**src/rtl/regbank_pkg.sv**
```systemverilog
// rtl/regbank_pkg.sv - shared types and sizes for the MIPS register bank write stage
package regbank_pkg;
    localparam int NREGS = 32;
    localparam int AW    = 5;

    typedef logic [AW-1:0] regaddr_t;

    typedef enum logic [1:0] {
        IDLE  = 2'd0,
        SWEEP = 2'd1,
        DONE  = 2'd2
    } clr_state_t;
endpackage

```
**src/rtl/reg_bank_write_if.sv**
```systemverilog
// rtl/reg_bank_write_if.sv - write port, clear handshake and register outputs of the bank
interface reg_bank_write_if
    import regbank_pkg::*;
#(
    parameter int WIDTH = 32
);
    logic                             we;
    regaddr_t                         wa;
    logic [WIDTH-1:0]                 wd;
    logic                             clr_req;
    logic                             busy;
    logic                             wr_drop;
    logic [NREGS-1:0][WIDTH-1:0]      q;

    modport master (
        output we, wa, wd, clr_req,
        input  busy, wr_drop, q
    );

    modport slave (
        input  we, wa, wd, clr_req,
        output busy, wr_drop, q
    );
endinterface

```
**src/rtl/dec5to32.sv**
```systemverilog
// rtl/dec5to32.sv - 5-to-32 one-hot write address decoder
module dec5to32
    import regbank_pkg::*;
(
    input  regaddr_t    wa,
    output logic [31:0] sel
);
    always_comb begin
        sel = '0;
        for (int i = 0; i < 32; i++) begin
            sel[i] = (wa == regaddr_t'(i));
        end
    end
endmodule

```
**src/rtl/reg_bank_write.sv**
```systemverilog
// rtl/reg_bank_write.sv - register storage, single write port and sequenced bank clear
module reg_bank_write #(
    parameter int WIDTH = 32,
    parameter int NREGS = 32
) (
    input  logic             clk,
    input  logic             reset,
    reg_bank_write_if.slave  bus
);
    import regbank_pkg::*;

    localparam logic [1:0] ST_IDLE  = 2'd0;
    localparam logic [1:0] ST_SWEEP = 2'd1;
    localparam logic [1:0] ST_DONE  = 2'd2;

    logic [1:0]       state;
    regaddr_t         cnt;
    logic [31:0]      sel;
    logic             accept;
    logic             in_sweep;
    logic [WIDTH-1:0] regs [1:NREGS-1];

    dec5to32 u_dec (
        .wa  (bus.wa),
        .sel (sel)
    );

    // A pending clear always beats a write presented in the same cycle.
    assign accept   = bus.we && (state == ST_IDLE) && !bus.clr_req;
    assign in_sweep = (state == ST_SWEEP);
    assign bus.busy = (state != ST_IDLE);

    always_ff @(posedge clk or posedge reset) begin
        if (reset) begin
            state       <= ST_IDLE;
            cnt         <= '0;
            bus.wr_drop <= 1'b0;
        end else begin
            bus.wr_drop <= bus.we && (bus.wa != '0) && !accept;
            case (state)
                ST_IDLE: begin
                    if (bus.clr_req) begin
                        state <= ST_SWEEP;
                        cnt   <= regaddr_t'(1);
                    end
                end
                ST_SWEEP: begin
                    if (cnt == regaddr_t'(NREGS - 1)) begin
                        state <= ST_DONE;
                        cnt   <= '0;
                    end else begin
                        cnt <= cnt + regaddr_t'(1);
                    end
                end
                ST_DONE:  state <= ST_IDLE;
                default:  state <= ST_IDLE;
            endcase
        end
    end

    // Register 0 has no storage; the sweep and the write port never overlap.
    always_ff @(posedge clk or posedge reset) begin
        if (reset) begin
            for (int i = 1; i < NREGS; i++) begin
                regs[i] <= '0;
            end
        end else begin
            for (int i = 1; i < NREGS; i++) begin
                if (in_sweep && (cnt == regaddr_t'(i))) begin
                    regs[i] <= '0;
                end else if (accept && sel[i]) begin
                    regs[i] <= bus.wd;
                end
            end
        end
    end

    always_comb begin
        bus.q    = '0;
        for (int i = 1; i < NREGS; i++) begin
            bus.q[i] = regs[i];
        end
    end
endmodule

```
**src/flat_wrapper.sv**
```systemverilog
// flat-port wrapper written by rule: the top's interface ports become plain ports
module reg_bank_write_flat import regbank_pkg::*;
#(
    parameter int WIDTH = 32,
    parameter int NREGS = 32
)
  (clk, reset, bus_we, bus_wa, bus_wd, bus_clr_req, bus_busy, bus_wr_drop, bus_q);
  reg_bank_write_if #(.WIDTH(WIDTH)) bus_i ();
  input  logic clk;
  input  logic reset;
  input wire logic [$bits(bus_i.we)-1:0] bus_we;
  input wire logic [$bits(bus_i.wa)-1:0] bus_wa;
  input wire logic [$bits(bus_i.wd)-1:0] bus_wd;
  input wire logic [$bits(bus_i.clr_req)-1:0] bus_clr_req;
  output wire logic [$bits(bus_i.busy)-1:0] bus_busy;
  output wire logic [$bits(bus_i.wr_drop)-1:0] bus_wr_drop;
  output wire logic [$bits(bus_i.q)-1:0] bus_q;
  assign bus_i.we = bus_we;
  assign bus_i.wa = bus_wa;
  assign bus_i.wd = bus_wd;
  assign bus_i.clr_req = bus_clr_req;
  assign bus_busy = bus_i.busy;
  assign bus_wr_drop = bus_i.wr_drop;
  assign bus_q = bus_i.q;
  reg_bank_write #(.WIDTH(WIDTH), .NREGS(NREGS)) u_core (.clk(clk), .reset(reset), .bus(bus_i));
endmodule
```
**config.mk**
```make
export PLATFORM = sky130hd
export DESIGN_NAME = reg_bank_write_flat
export DESIGN_NICKNAME = d
export VERILOG_FILES = /design/src/rtl/regbank_pkg.sv /design/src/rtl/reg_bank_write_if.sv /design/src/rtl/dec5to32.sv /design/src/rtl/reg_bank_write.sv /design/src/flat_wrapper.sv
export SDC_FILE = /design/constraint.sdc
export NUM_CORES = 2
export LEC_CHECK = 0
export ABC_AREA = 1
export CAP_MARGIN = 40
export CORE_AREA = 3 3 409 411
export DETAILED_ROUTE_END_ITERATION = 6
export DIE_AREA = 0 0 412 414
export SETUP_SLACK_MARGIN = 0.15
export SYNTH_ARGS = -nofsm -noshare
export SYNTH_HDL_FRONTEND = slang
export SYNTH_SLANG_ARGS = --single-unit
```
**constraint.sdc**
```tcl
create_clock -name clk -period 79 [get_ports clk]
set_clock_uncertainty 0.05 [all_clocks]
set_input_delay 11.85 -clock clk [delete_from_list [all_inputs] [get_ports clk]]
set_output_delay 11.85 -clock clk [all_outputs]
set_load 0.1 [all_outputs]
```
# Yosys cells after proc, flatten, opt, wreduce, memory -nomap -nowiden
# Index checks and enable logic that the tools add are counted.
dict set report word_totals {
  word_cells 273
  out_inout_bits 1026
  ff_bits 1000
  inputBits 41
}
dict set report classes {
  reduce_logical 105
  add_sub_neg 1
  muxes 68
  n_eq_ne 65
}
# operator count
set op_table {}
lappend op_table {{32-bit 2-to-1 mux} 62}
lappend op_table {{5-bit == test (second input constant)} 32}
lappend op_table {{5-bit by 4-bit == test with 1-bit output (second input constant)} 16}
lappend op_table {{1-bit logical AND} 66}
lappend op_table {{2-bit nonzero test} 33}
lappend op_table {{5-bit by 3-bit == test with 1-bit output (second input constant)} 8}
lappend op_table {{5-bit by 2-bit == test with 1-bit output (second input constant)} 4}
lappend op_table {{5-bit by 1-bit == test with 1-bit output (second input constant)} 2}
lappend op_table {{5-bit 2-to-1 mux} 2}
lappend op_table {{5-bit case mux with 2 select lines} 1}
lappend op_table {{5-bit by 1-bit adder with 5-bit output (second input constant)} 1}
lappend op_table {{5-bit nonzero test} 1}
lappend op_table {{2-bit 2-to-1 mux} 2}
lappend op_table {{2-bit != test (second input constant)} 2}
lappend op_table {{2-bit case mux with 2 select lines} 1}
lappend op_table {{2-bit AND reduction} 2}
lappend op_table {{2-bit by 1-bit == test with 1-bit output (second input constant)} 1}
lappend op_table {{1-bit zero test} 2}
lappend op_table {{2-bit zero test} 1}

# Logic depth before layout (Yosys ltp)
dict set report depth {
  word_depth 6
  depth_mapped 9
  mapped_depth_nobuf 9
}

# Hierarchy
# From an unflattened synthesis, not the netlist that was laid out.
dict set report hier_totals {
  hier_cells 4623
  area_unflattened_um2 40408.8
}
# module instances area_each_um2 cells_each seq_area_each_um2
set by_module_without_submodules {}
lappend by_module_without_submodules {reg_bank_write 1 40139.7 4558 25024.0}
lappend by_module_without_submodules {dec5to32 1 269.0 65 0.0}

# Worst setup path after synthesis
# OpenSTA, ideal clock, no wires.
dict set report synth_timing {
  path_kind {input to register}
  start {in bus_wa[4]}
  end {reg u_core.regs, in the netlist u_core.bus.q[512]}
  setup_slack_ns 65.954
  setup_time_ns 0.068
  arrival_ns 12.928
  n_path_buf 3
  t_required_ns 78.882
  stages 8
  cell_sequence {buf_2 > inv_2 > buf_2 > nor2_1 > nand2_1 > buf_1 > nand3_1 > nand2_1}
}
dict set report synth_between {
  elab_chain_len 3
}
# element line_no
set synth_rtl {}
lappend synth_rtl {{start: declaration} flat_wrapper.sv:12} ;# input wire logic [$bits(bus_i.wa)-1:0] bus_wa;
lappend synth_rtl {{5-bit == test} dec5to32.sv:11} ;# sel[i] = (wa == regaddr_t'(i));
lappend synth_rtl {{1-bit logical AND} reg_bank_write.sv:71} ;# end else if (accept && sel[i]) begin
lappend synth_rtl {{2-bit nonzero test (no source line)} --}
lappend synth_rtl {{end signal: indexed assignment} reg_bank_write.sv:72} ;# regs[i] <= bus.wd;
lappend synth_rtl {{end: declaration} reg_bank_write.sv:21} ;# logic [WIDTH-1:0] regs [1:NREGS-1];
# Every way passes these cells.
# A chain may end at the register's enable or synchronous reset.

==> run_results.csv <==
group,metric,value,unit
synth,synth.cell_area,0.0402,sq mm
sta,fmax,60.2,MHz
drt,vias,46100,
layout,final_cell_mix,"2015 x nand2_1, 1000 x dfrtp_1, 999 x nand3_1",
clock_network,numCtsBuffers,108,
worst_setup_path,reg2reg_depth,10,
worst_setup_path,path_cells,"clkdlybuf4s50_1 -> inv_8 -> buf_4 -> buf_12 -> buf_4 -> buf_4 -> buf_4 -> buf_16 -> buf_4 -> buf_4",
sta,tns,0,ns
sta,relSlewSlack,33.8,%
floorplanning,start_util,24.4,%
flow_run,cap_violations,0,
worst_setup_path,critical_path.max_stage_delay,0.74,ns
sta,hold_viol,0,
pwr,ir_worst_vdd,0.0000191,V
run_status,violations,"DRC",
sta,worstMarginPinSlew,0.994,ns
floorplanning,dieArea,0.171,sq mm
clock_network,cts_sinks,1000,
worst_setup_path,crit_fanout,66,
clock_network,htree_num_levels,3,
pwr,powerDensity,23.7,mW/mm^2
layout,nNetsFinal,6543,
layout,final_common_cell,"nand2_1",
drt,ant_nets,0,
floorplanning,die_x,412,um
worst_setup_path,end_kind,"async pin",
sta,rsz0062_at_grt,"false",
drt,dr.pass1.iters,7,
placed_design,placedCellCount,8575,
drt,totalWireLength,254000,um
global_route,gr-usage-all-layers,29.0,%
worst_setup_path,arrival,17.32,ns
pwr,p_total,1.88,mW
clock_network,cts-resized-gates,0,
worst_setup_path,critPathSlowestCell,"buf_4",
clock_network,cts_hold_buf,0,
sta,fin_crit_sh,21.0,%
synth,synth_cell_types,20,
floorplanning,rows,149,
floorplanning,die_h,414,um
clock_network,clk_latency,0.73,ns
clock_network,clockRootBuffer,"clkbuf_16",
placed_design,port_buffers,1034,
run_status,outcome,"finished, violations left",
placed_design,post-dp-hpwl,171000,um
worst_setup_path,critPathRequiredTime,79.70,ns
layout,drive_gt1_share,21.8,%
clock_network,clk_pin_slew,0.06,ns
global_route,grt_pass1_wl,355000,um
drt,via_per_inst,5.25,
sta,fin_crit,16.62,ns
floorplanning,io_pins,1067,
floorplanning,coreArea,0.164,sq mm
hold_path,hold_path_depth,2,
drt,drc_errors,2,
clock_network,clock_path_buffers,3,
placed_design,place_congestion,0.818,
worst_setup_path,critPathLaunchType,"input port",
clock_network,cts_tree,"yes",
layout,fin_cells,8782,
synth,synth_area_per_cell,8.74,sq um
drt,drtIter0Drc,5565,
sta,setup_viol,0,
hold_path,worstHoldPathType,"flip-flop to flip-flop",
sta,final-max-slew-violation-count,0,
drt,wire_per_inst,28.9,um
synth,ys_ff_latch,1000,
synth,syn_inst,4601,
synth,ys_seq_area_share,62.3,%
layout,final_util,48.1,%
clock_network,post-cts-setup-buffer-count,0,
global_route,grt-ovfl-total,0,
worst_setup_path,cp_common_cell,"buf_4",
layout,final_cell_area,0.0791,sq mm
global_route,first_global_vias,49000,
placed_design,placed_cell_area,0.0753,sq mm
global_route,antenna_found_initial,22,
synth,ys_warn_count,0,
worst_setup_path,worstSetupPathType,"input port to async pin",
layout,synthToLayoutAreaGrowth,96.8,%
global_route,grt_max_degree,148,
layout,fill_cells,13200,
pwr,p_leak,38.6,nW
[registers in the layout (all words and copies together), names as in the netlist]
signal              count
u_core.bus.q          992
u_core.state            2
u_core.bus.wr_drop      1
u_core.cnt              5
[worst max-delay path: cells and delay by family]
| kind | cells | cell delay (ns) |
|---|---|---|
| buffers and inverters | 10 | 5.18 |
[cell usage after synthesis]
| master | instances | share of area [%] |
|---|---|---|
| buf_1 | 31 | 0.29 |
| nand2_2 | 1 | 0.016 |
| conb_1 | 1 | 0.0093 |
| buf_4 | 34 | 0.64 |
| nand2_4 | 1 | 0.028 |
| nor2_4 | 1 | 0.028 |
| nand2_1 | 2039 | 19 |
| nor2_1 | 52 | 0.49 |
| inv_1 | 37 | 0.35 |
| clkbuf_1 | 238 | 2.2 |
| inv_2 | 7 | 0.065 |
| nor3_1 | 1 | 0.012 |
| o21ai_0 | 5 | 0.062 |
| buf_2 | 112 | 1.4 |
| dfrtp_1 | 1000 | 62 |
| ha_1 | 6 | 0.19 |
| a21oi_1 | 2 | 0.025 |
| nand3_1 | 1023 | 13 |
| nor2_2 | 9 | 0.14 |
| o22ai_1 | 1 | 0.016 |
[power by group]
part,switching (mW),internal (mW)
Combinational,0.488,0.257
Clock,0.232,0.314
Sequential,0.0321,0.553
[area by class of cell]
cell class	count	area, sq um	area share [%]
inverters	44	173	0.218
repair buffers	2169	33800	42.7
clock buffers	143	3070	3.88
clock inverters	56	721	0.911
well taps	2189	2740	3.46
flip-flops and latches	1000	25000	31.6
diodes	8	20.0	0.0253
multi-input cells	3173	13600	17.2
[stage by stage]
step	hold slack [ns]	setup WS (ns)
finish	0.446	62.38
CTS	0.449	62.31
global placement	0.430	60.60
global route	0.465	61.82
floorplan	0.495	38.96
detailed placement	0.435	61.52
[final timing paths]
check / start / end / slack [ns]
max: reset / u_core.bus.q[319]$_DFFE_PP0P_ / 62.38
min: u_core.bus.q[493]$_DFFE_PP0P_ / u_core.bus.q[493]$_DFFE_PP0P_ / 0.45
max reg2reg: u_core.state[1]$_DFFE_PP0P_ / u_core.bus.q[941]$_DFFE_PP0P_ / 75.69
min reg2reg: u_core.bus.q[493]$_DFFE_PP0P_ / u_core.bus.q[493]$_DFFE_PP0P_ / 0.45
max in group clk: bus_clr_req / u_core.bus.q[941]$_DFFE_PP0P_ / 64.51
min in group asynchronous: reset / u_core.bus.q[55]$_DFFE_PP0P_ / 11.51
[kinds of logic after synthesis]
logic type	Yosys count	synth area share, %
AND/OR/NAND/NOR	3127	32.5
flip-flops	1000	62.3
buffers and inverters	459	4.95
AO/OA/AOI/OAI	8	0.103
adder cells (fa/ha/maj)	6	0.187
other	1	0.00933
[per-layer routing]
layer,global-route usage [%],wire [um],vias to the layer above
met5,0,143,-
met4,22.8,22900,22
met3,9.17,27300,1346
met2,45.9,117000,3943
met1,32.1,86200,22400
li1,-,-,18300
No activity file was read; power rests on OpenSTA's default activity.
